`config.mk`:
```
export PLATFORM = sky130hd
export DESIGN_NAME = butterfly2_core_flat
export DESIGN_NICKNAME = d
export VERILOG_FILES = /design/src/rtl/fft_pkg.sv /design/src/rtl/butterfly2_core_if.sv /design/src/rtl/cmul_q.sv /design/src/rtl/butterfly2_core.sv /design/src/flat_wrapper.sv
export SDC_FILE = /design/constraint.sdc
export NUM_CORES = 2
export LEC_CHECK = 0
export ABC_AREA = 1
export CORE_UTILIZATION = 59
export CTS_CLUSTER_SIZE = 16
export DETAILED_ROUTE_END_ITERATION = 7
export GPL_TIMING_DRIVEN = 0
export HOLD_SLACK_MARGIN = 0.15
export PLACE_DENSITY = 0.85
export SLEW_MARGIN = 20
export SYNTH_ARGS = -nofsm -noshare
export SYNTH_HDL_FRONTEND = slang
export SYNTH_SLANG_ARGS = --single-unit
```
`constraint.sdc`:
```
create_clock -name i_clk -period 5.1 [get_ports i_clk]
set_input_delay 0.765 -clock i_clk [delete_from_list [all_inputs] [get_ports i_clk]]
set_output_delay 0.765 -clock i_clk [all_outputs]
set_load 0.01 [all_outputs]
```
`src/rtl/fft_pkg.sv`:
```
`default_nettype none
// +----------------------------------------------------------------------------+
// | Module   : fft_pkg                                                          |
// | Purpose  : Shared definitions for the 16-point FFT datapath: default word   |
// |            width and Q format, complex sample type, frame-phase constants.  |
// | Ports    : none (package)                                                  |
// | Revision : 1.0 - initial release                                           |
// +----------------------------------------------------------------------------+
package fft_pkg;

  localparam int N_DEFAULT = 16;  // sample word width
  localparam int Q_DEFAULT = 8;   // fractional bits

  // One complex sample at the default word width.
  typedef struct packed {
    logic signed [N_DEFAULT-1:0] re;
    logic signed [N_DEFAULT-1:0] im;
  } cplx_t;

  // Frame phase is the low three bits of the free-running counter.
  typedef logic [2:0] phase_t;

  localparam phase_t PH_CAPTURE = 3'd0;
  localparam phase_t PH_MUL     = 3'd1;
  localparam phase_t PH_ADD     = 3'd2;
  localparam phase_t PH_DONE    = 3'd3;

endpackage
`default_nettype wire

```
`src/rtl/butterfly2_core_if.sv`:
```
`default_nettype none
// +----------------------------------------------------------------------------+
// | Module   : butterfly2_core_if                                               |
// | Purpose  : Operand/result bundle of the radix-2 butterfly.                  |
// | Signals  : i_in0_*, i_in1_*, i_twiddle_* - operands (re/im, N bits)         |
// |            o_out0_*, o_out1_*            - results  (re/im, N bits)         |
// |            o_butterfly_done              - one-cycle result-update pulse    |
// | Modports : master - operand source / result sink                           |
// |            slave  - the butterfly core                                     |
// | Revision : 1.0 - initial release                                           |
// +----------------------------------------------------------------------------+
interface butterfly2_core_if
  import fft_pkg::*;
#(
  parameter int N = N_DEFAULT
);

  logic signed [N-1:0] i_in0_re;
  logic signed [N-1:0] i_in0_im;
  logic signed [N-1:0] i_in1_re;
  logic signed [N-1:0] i_in1_im;
  logic signed [N-1:0] i_twiddle_re;
  logic signed [N-1:0] i_twiddle_im;
  logic signed [N-1:0] o_out0_re;
  logic signed [N-1:0] o_out0_im;
  logic signed [N-1:0] o_out1_re;
  logic signed [N-1:0] o_out1_im;
  logic                o_butterfly_done;

  modport master (
    output i_in0_re, i_in0_im, i_in1_re, i_in1_im, i_twiddle_re, i_twiddle_im,
    input  o_out0_re, o_out0_im, o_out1_re, o_out1_im, o_butterfly_done
  );

  modport slave (
    input  i_in0_re, i_in0_im, i_in1_re, i_in1_im, i_twiddle_re, i_twiddle_im,
    output o_out0_re, o_out0_im, o_out1_re, o_out1_im, o_butterfly_done
  );

endinterface
`default_nettype wire

```
`src/rtl/cmul_q.sv`:
```
`default_nettype none
// +----------------------------------------------------------------------------+
// | Module   : cmul_q                                                           |
// | Purpose  : Registered complex multiplier p = a * b in Q format. The four    |
// |            partial products are registered when i_en is high; the sum,     |
// |            floor shift by Q and truncation to N bits are combinational.    |
// | Ports    : i_clk, i_rst (async, active-low), i_en (product load)           |
// |            i_a_re/im, i_b_re/im - N-bit signed operands                    |
// |            o_p_re/im            - N-bit signed Q-format product            |
// | Revision : 1.0 - initial release                                           |
// +----------------------------------------------------------------------------+
module cmul_q
  import fft_pkg::*;
#(
  parameter int N = N_DEFAULT,
  parameter int Q = Q_DEFAULT
) (
  input  wire                 i_clk,
  input  wire                 i_rst,
  input  wire                 i_en,
  input  wire signed [N-1:0]  i_a_re,
  input  wire signed [N-1:0]  i_a_im,
  input  wire signed [N-1:0]  i_b_re,
  input  wire signed [N-1:0]  i_b_im,
  output logic signed [N-1:0] o_p_re,
  output logic signed [N-1:0] o_p_im
);

  logic signed [2*N-1:0] r_rr;
  logic signed [2*N-1:0] r_ii;
  logic signed [2*N-1:0] r_ri;
  logic signed [2*N-1:0] r_ir;

  always_ff @(posedge i_clk or negedge i_rst) begin
    if (!i_rst) begin
      r_rr <= '0;
      r_ii <= '0;
      r_ri <= '0;
      r_ir <= '0;
    end else if (i_en) begin
      r_rr <= i_a_re * i_b_re;
      r_ii <= i_a_im * i_b_im;
      r_ri <= i_a_re * i_b_im;
      r_ir <= i_a_im * i_b_re;
    end
  end

  // One guard bit so the sum/difference of two full-range products is exact.
  logic signed [2*N:0] w_pr;
  logic signed [2*N:0] w_pi;
  logic signed [2*N:0] w_pr_sh;
  logic signed [2*N:0] w_pi_sh;

  assign w_pr    = {r_rr[2*N-1], r_rr} - {r_ii[2*N-1], r_ii};
  assign w_pi    = {r_ri[2*N-1], r_ri} + {r_ir[2*N-1], r_ir};
  // Arithmetic shift = floor; the upper bits are dropped, so overflow wraps.
  assign w_pr_sh = w_pr >>> Q;
  assign w_pi_sh = w_pi >>> Q;
  assign o_p_re  = w_pr_sh[N-1:0];
  assign o_p_im  = w_pi_sh[N-1:0];

  logic w_unused;
  assign w_unused = ^{w_pr_sh[2*N:N], w_pi_sh[2*N:N]};

endmodule
`default_nettype wire

```
`src/rtl/butterfly2_core.sv`:
```
`default_nettype none
// +----------------------------------------------------------------------------+
// | Module   : butterfly2_core                                                  |
// | Purpose  : Radix-2 butterfly out0 = in0 + W*in1, out1 = in0 - W*in1 over a |
// |            fixed 8-cycle frame, plus /8 and /16 pacing clocks.             |
// | Ports    : i_clk         - system clock, rising edge                       |
// |            i_rst         - async reset, active-low                         |
// |            bus (slave)   - operands, results and done pulse                |
// |            clk_divided8  - i_clk/8, 50% duty                               |
// |            clk_divided16 - i_clk/16, 50% duty                              |
// | Revision : 1.0 - initial release                                           |
// +----------------------------------------------------------------------------+
module butterfly2_core
  import fft_pkg::*;
#(
  parameter int N = N_DEFAULT,
  parameter int Q = Q_DEFAULT
) (
  input  wire              i_clk,
  input  wire              i_rst,
  butterfly2_core_if.slave bus,
  output logic             clk_divided8,
  output logic             clk_divided16
);

  logic [3:0]          r_cnt;
  phase_t              w_phase;
  logic signed [N-1:0] r_in0_re;
  logic signed [N-1:0] r_in0_im;
  logic signed [N-1:0] r_in1_re;
  logic signed [N-1:0] r_in1_im;
  logic signed [N-1:0] r_tw_re;
  logic signed [N-1:0] r_tw_im;
  logic signed [N-1:0] w_p_re;
  logic signed [N-1:0] w_p_im;
  logic signed [N-1:0] r_out0_re;
  logic signed [N-1:0] r_out0_im;
  logic signed [N-1:0] r_out1_re;
  logic signed [N-1:0] r_out1_im;
  logic                r_done;

  // The frame counter doubles as the divider source, so the pacing clocks
  // stay phase-locked to the butterfly frame.
  assign w_phase       = r_cnt[2:0];
  assign clk_divided8  = r_cnt[2];
  assign clk_divided16 = r_cnt[3];

  always_ff @(posedge i_clk or negedge i_rst) begin
    if (!i_rst) begin
      r_cnt <= '0;
    end else begin
      r_cnt <= r_cnt + 4'd1;
    end
  end

  // Operands are only sampled at the capture phase; changes elsewhere are ignored.
  always_ff @(posedge i_clk or negedge i_rst) begin
    if (!i_rst) begin
      r_in0_re <= '0;
      r_in0_im <= '0;
      r_in1_re <= '0;
      r_in1_im <= '0;
      r_tw_re  <= '0;
      r_tw_im  <= '0;
    end else if (w_phase == PH_CAPTURE) begin
      r_in0_re <= bus.i_in0_re;
      r_in0_im <= bus.i_in0_im;
      r_in1_re <= bus.i_in1_re;
      r_in1_im <= bus.i_in1_im;
      r_tw_re  <= bus.i_twiddle_re;
      r_tw_im  <= bus.i_twiddle_im;
    end
  end

  cmul_q #(
    .N (N),
    .Q (Q)
  ) u_cmul (
    .i_clk  (i_clk),
    .i_rst  (i_rst),
    .i_en   (w_phase == PH_MUL),
    .i_a_re (r_tw_re),
    .i_a_im (r_tw_im),
    .i_b_re (r_in1_re),
    .i_b_im (r_in1_im),
    .o_p_re (w_p_re),
    .o_p_im (w_p_im)
  );

  always_ff @(posedge i_clk or negedge i_rst) begin
    if (!i_rst) begin
      r_out0_re <= '0;
      r_out0_im <= '0;
      r_out1_re <= '0;
      r_out1_im <= '0;
      r_done    <= 1'b0;
    end else if (w_phase == PH_ADD) begin
      r_out0_re <= r_in0_re + w_p_re;
      r_out0_im <= r_in0_im + w_p_im;
      r_out1_re <= r_in0_re - w_p_re;
      r_out1_im <= r_in0_im - w_p_im;
      r_done    <= 1'b1;
    end else if (w_phase == PH_DONE) begin
      r_done    <= 1'b0;
    end
  end

  assign bus.o_out0_re        = r_out0_re;
  assign bus.o_out0_im        = r_out0_im;
  assign bus.o_out1_re        = r_out1_re;
  assign bus.o_out1_im        = r_out1_im;
  assign bus.o_butterfly_done = r_done;

endmodule
`default_nettype wire

```
`src/flat_wrapper.sv`:
```
// flat-port wrapper written by rule: the top's interface ports become plain ports
module butterfly2_core_flat import fft_pkg::*;
#(
  parameter int N = N_DEFAULT,
  parameter int Q = Q_DEFAULT
)
  (i_clk, i_rst, clk_divided8, clk_divided16, bus_i_in0_re, bus_i_in0_im, bus_i_in1_re, bus_i_in1_im, bus_i_twiddle_re, bus_i_twiddle_im, bus_o_out0_re, bus_o_out0_im, bus_o_out1_re, bus_o_out1_im, bus_o_butterfly_done);
  butterfly2_core_if #(.N(N)) bus_i ();
  input  wire i_clk;
  input  wire i_rst;
  output logic clk_divided8;
  output logic clk_divided16;
  input wire logic [$bits(bus_i.i_in0_re)-1:0] bus_i_in0_re;
  input wire logic [$bits(bus_i.i_in0_im)-1:0] bus_i_in0_im;
  input wire logic [$bits(bus_i.i_in1_re)-1:0] bus_i_in1_re;
  input wire logic [$bits(bus_i.i_in1_im)-1:0] bus_i_in1_im;
  input wire logic [$bits(bus_i.i_twiddle_re)-1:0] bus_i_twiddle_re;
  input wire logic [$bits(bus_i.i_twiddle_im)-1:0] bus_i_twiddle_im;
  output wire logic [$bits(bus_i.o_out0_re)-1:0] bus_o_out0_re;
  output wire logic [$bits(bus_i.o_out0_im)-1:0] bus_o_out0_im;
  output wire logic [$bits(bus_i.o_out1_re)-1:0] bus_o_out1_re;
  output wire logic [$bits(bus_i.o_out1_im)-1:0] bus_o_out1_im;
  output wire logic [$bits(bus_i.o_butterfly_done)-1:0] bus_o_butterfly_done;
  assign bus_i.i_in0_re = bus_i_in0_re;
  assign bus_i.i_in0_im = bus_i_in0_im;
  assign bus_i.i_in1_re = bus_i_in1_re;
  assign bus_i.i_in1_im = bus_i_in1_im;
  assign bus_i.i_twiddle_re = bus_i_twiddle_re;
  assign bus_i.i_twiddle_im = bus_i_twiddle_im;
  assign bus_o_out0_re = bus_i.o_out0_re;
  assign bus_o_out0_im = bus_i.o_out0_im;
  assign bus_o_out1_re = bus_i.o_out1_re;
  assign bus_o_out1_im = bus_i.o_out1_im;
  assign bus_o_butterfly_done = bus_i.o_butterfly_done;
  butterfly2_core #(.N(N), .Q(Q)) u_core (.i_clk(i_clk), .i_rst(i_rst), .bus(bus_i), .clk_divided8(clk_divided8), .clk_divided16(clk_divided16));
endmodule
```
* Yosys cells after proc, flatten, opt, wreduce, memory -nomap -nowiden
Cells that the tools add are included. Widths: inputs -> output; s select.
Storage, ports and cells: register bits 261, bits in latches 0, memory bits (writable) 0, ROM bits 0, input port bits 98, output and inout bits 67, word-level logic and storage cells 34, memories 0
Cells by class: $add $sub $neg 7, $mul 4, div/mod/pow operators 0, magnitude comparators 0, equality and inequality tests 3, shifts and indexed selects 0, mux-type cells 2, bitwise operators 0, reductions and logical operators 2
Operator list (count):
- $mul 16x16->24 | 4
- $add 16x16->16 | 2
- $sub 16x16->16 | 2
- $add 24x24->24 | 1
- $sub 24x24->24 | 1
- $eq 3x2->1 const B | 2
- $add 4x1->4 const B | 1
- $eq 3x1->1 const B | 1
- $logic_not 3->1 | 1
- $mux 1 | 2
- $reduce_bool 2->1 | 1

* Depth between registers and ports, before layout
depth after elaboration 3, gate-level depth with buffers 29, depth with buffers taken out 28

* Modules after synthesis
A second synthesis with hierarchy kept.
Second synthesis, totals: cells, all modules 6380, area total of the unflattened synthesis 48052.3 um^2
Modules (own cells, without submodules):
- cmul_q | instances 1, cells an instance 5217, area each 38344.3 um^2, seq. area each 2402.3 um^2
- butterfly2_core | instances 1, cells an instance 1163, area each 9708.1 um^2, seq. area each 4078.9 um^2

* Worst setup path before layout
No wires, ideal clock.
kind register -> register, from register u_core.r_tw_im[14], to register u_core.u_cmul.r_ii[20], setup time 0.126 ns, arrival time 5.413 ns, data required time 4.974 ns, path slack -0.439 ns, cell stages (with the launch flop) 21, path buffers 2, period minus slack after synthesis 5.539 ns, cell sequence dfrtp_1 clkbuf_1 clkbuf_1 nand2_1 fa_1 fa_1 fa_1 inv_1 fa_1 fa_1 inv_1 fa_1 inv_1 ha_1 a21oi_1 o21ai_0 a211oi_1 o211ai_1 or2_2 nand3_1 o21ai_0
Between the ends: cells in the longest elaborated chain, start to end 1
RTL lines:
- start, declared | RTL line butterfly2_core.sv:33 | logic signed [N-1:0] r_tw_im;
- start signal, assigned | RTL line butterfly2_core.sv:71 | r_tw_im <= bus.i_twiddle_im;
- $mul 16x16->24 | RTL line cmul_q.sv:42 | r_ii <= i_a_im * i_b_im;
- end signal, assigned | RTL line cmul_q.sv:42
- end, declared | RTL line cmul_q.sv:30 | logic signed [2*N-1:0] r_ii;
No other way between the ends. A chain may end at the register's enable or synchronous reset.

* Worst setup path in the final report
from register u_core.r_tw_im[11], to register u_core.u_cmul.r_ii[23]
The elaborated chain is that of the path after synthesis.

==> summary.md <==
| Metric | Value |
|---|---|
| Run status | finished, violations left |
| Violated checks | DRC, setup timing |
| Dpl hpwl | 125000 um |
| CP arrival | 6820 ps |
| WL per Instance | 25.2 um |
| Minimum clock period | 6330 ps |
| Critical path startpoint category | flip-flop |
| Starting Density | 59.8% |
| Critical-path cell list | buf_6, clkbuf_16, nand2_1, inv_1, fa_1, fa_1, inv_1, fa_1, inv_1, fa_1, fa_1, inv_1, fa_1, inv_2, ha_4, buf_4, a21oi_4, o31ai_1, a21oi_1, nand3_4, inv_2, nand2_2, nand3_2, nand2_2 |
| Syn_nets | 7384 |
| Critical Path Source | u_core.r_tw_im[11] |
| Gpl congestion | 1.08 |
| Headroom to the max-slew limit | 21.2% |
| Worst Tran Pin Value | 1180 ps |
| FF-to-FF setup slack | -1230 ps |
| MaxCap Viol Count | 0 |
| Final hold violations | 0 |
| Unrepaired setup endpoints after global routing | yes |
| Clock sink total | 259 |
| Setup WS pre-CTS | -1950 ps |
| CP peak stage delay | 700 ps |
| Maximum root-to-sink buffer count | 3 |
| Number of port buffers | 164 |
| Layout Skew | 63.7 ps |
| Clock latency at the later pin of the worst-skew pair | 630 ps |
| I/O pin count | 165 |
| Via Count | 46800 |
| CP Class | reg2reg |
| Post-Syn Area | 47300 um2 |
| Number of global-route vias before repair | 46300 |
| Asr flop ratio synth | 100% |
| Warnings, synthesis | 0 |
| Critical R2R Capture | u_core.u_cmul.r_ii[23] |
| Row cnt | 103 |
| Iter 0 DRT Violations | 6008 |
| Grt ovf | 0 |
| CTS tree | built |
| Most used DFF post-synth | dfrtp_1 |
| Post-synthesis cell count | 6134 |
| Fillcell total | 5127 |
| Root Driver | clkbuf_16 |
| Most frequent cells in the layout | inv_1 (1464), nand2_1 (1460), fa_1 (692), ha_1 (323), dfrtp_1 (227) |
| Setup TNS | -31230 ps |
| Destination of the critical timing path | u_core.u_cmul.r_ii[23] |
| All-layer global routing usage | 42.9% |
| Core outline area | 79100 um2 |
| Crit path top cell by count | fa_1 |
| Crit end category | flip-flop |
| Die Y | 285 um |
| Avg Cell Area, Syn | 7.71 um2 |
| Drt drc | 608 |
| F_max | 158 MHz |
| #FFs+latches synth | 259 |
| Die Wd | 285 um |
| EDFF count, synth | 0 |
| Htree depth | 2 |
| Path depth of the worst reg2reg path | 24 |
| Die Area | 81300 um2 |
| Worst-path clk slew | 60 ps |
| First-pass GRT wire length | 263000 um |
| Area grow syn2layout | 26.1% |
| Nets | 7849 |
| Setup violators final | 61 |
| Final Max Slew Viols | 0 |
| Crit path max fanout | 10 |
| Antenna violations before repair | 16 |
| Min setup slack post-route | -1230 ps |
| Yosys cell types | 56 |
| Detail Route Antenna Nets | 0 |
| Part of the cycle the worst path needs | 124% |
| Worst hold slack | 476 ps |
| Via density per instance | 6.09 |
| Critical-path top delay cell | fa_1 |
| Post-placement cell count | 7351 |
| Pin count of the biggest net entering global routing | 94 |
| Min-Delay Path Class | reg2reg |
| Share of layout cells above drive strength 1 | 21.1% |
| CTS buffer count | 34 |
| Sequential area share after synthesis | 13.7% |
| Final WL | 193000 um |
| CP required | 5600 ps |
| Non-Filler Instances | 7686 |
| Detailed Routing Iterations Pass 1 | 8 |
| FF-to-FF Start | u_core.r_tw_im[11] |
| Most common cell after layout, fill and taps aside | inv_1 |
==> worst min path at each step <==
| stage | cells past startpoint | slack, ps | endpoint | from |
|---|---|---|---|---|
| finish | 2 | 480 | u_core.bus.o_out0_im[9] | u_core.bus.o_out0_im[9] |
| global route | 2 | 500 | u_core.u_cmul.r_ii[15] | u_core.u_cmul.r_ii[15] |
| CTS | 2 | 480 | u_core.bus.o_out0_im[9] | u_core.bus.o_out0_im[9] |
| detailed placement | 2 | 470 | u_core.bus.o_out0_im[9] | u_core.bus.o_out0_im[9] |
| global placement | 2 | 460 | u_core.bus.o_out0_im[9] | u_core.bus.o_out0_im[9] |
| floorplan | 2 | 450 | u_core.u_cmul.r_ir[1] | u_core.u_cmul.r_ir[1] |
==> critical path, delay by kind of cell (launching register included) <==
| kind | cells | cell delay [ps] |
|---|---|---|
| adder cells (fa/ha/maj) | 7 | 3400 |
| buffers and inverters | 9 | 1220 |
| AND/OR/NAND/NOR | 5 | 620 |
| AO/OA/AOI/OAI | 3 | 580 |
| flip-flops | 1 | 370 |
==> state kept, by name, indices dropped and copies added, names as in the netlist <==
register / cells
u_core.bus.o_butterfly_done: 1
u_core.bus.o_out0_im: 15
u_core.bus.o_out0_re: 15
u_core.bus.o_out1_im: 16
u_core.bus.o_out1_re: 16
u_core.r_cnt: 4
u_core.r_in0_im: 16
u_core.r_in0_re: 16
u_core.r_in1_im: 16
u_core.r_in1_re: 16
u_core.r_tw_im: 16
u_core.r_tw_re: 16
u_core.u_cmul.r_ii: 24
u_core.u_cmul.r_ir: 24
u_core.u_cmul.r_ri: 24
u_core.u_cmul.r_rr: 24
==> Yosys cell counts, types with 19 or more instances <==
cell	instances	area (um2)
inv_1	1619	6080
nand2_1	1582	5940
fa_1	752	15100
ha_1	400	5000
dfrtp_1	259	6480
a21oi_1	195	976
clkbuf_1	192	721
nand3_1	169	846
nor2_1	168	631
o21ai_0	150	751
mux2_2	79	890
xor2_1	79	692
xnor2_1	53	464
o21ai_1	48	240
nand4_1	39	244
buf_2	35	175
inv_2	32	120
a31oi_1	29	181
buf_1	28	105
a21o_1	19	143
==> cell families (layout without fill, tap and decap cells) <==
logic type | count (synthesis) | count (layout) | synth area share (%)
simple gates | 2069 | 2069 | 17.7
buf+inv | 1920 | 2411 | 15.4
fa+ha+maj | 1152 | 1152 | 42.4
compound gates | 521 | 521 | 6.28
flops | 259 | 259 | 13.7
xor+xnor | 134 | 134 | 2.51
mux | 79 | 79 | 1.88
other cells | 0 | 11 | 0
==> metrics by stage <==
| stage | utilization [%] | instance area, um2 |
|---|---|---|
| floorplan | - | 48100 |
| global placement | 64.5 | 51000 |
| detailed placement | 64.6 | 51100 |
| CTS | 71.9 | 56900 |
| global route | 75.3 | 59600 |
| finish | 75.3 | 59600 |
==> area by class of cell <==
cell class                      instances  area (um2)  area share [%]
Multi-Input combinational cell       3955       37000            62.1
Sequential cell                       259        6530            10.9
Inverter                             1651        6230            10.5
Timing Repair Buffer                  454        4470            7.50
Buffer                                244        2880            4.83
Tap cell                             1050        1310            2.20
Clock buffer                           49         998            1.68
Clock inverter                         13         138           0.231
Antenna cell                           11        27.5          0.0462
==> routing by layer <==
layer	GRT usage [%]	vias up	part of all wire, %	routed length (um)
met3	14.2	1703	16	30200
met1	49.3	22000	31	59500
met5	0.0581	-	0.34	667
li1	-	19000	-	-
met2	66.3	4142	42	81500
met4	33.4	29	11	21600
==> timing repair <==
action / 4_1_cts / 5_1_grt
cloned: 6 / 4
hold buffers: 1 / 0
pin swaps: 146 / 309
buffers inserted: 154 / 125
endpoints found under the setup margin: 66 / 64
gates resized for setup: 802 / 545
endpoints found under the hold margin: 41 / 0
Power is not shown: default switching activity piles up to over one toggle a cycle in this logic, so the estimate is an artifact.
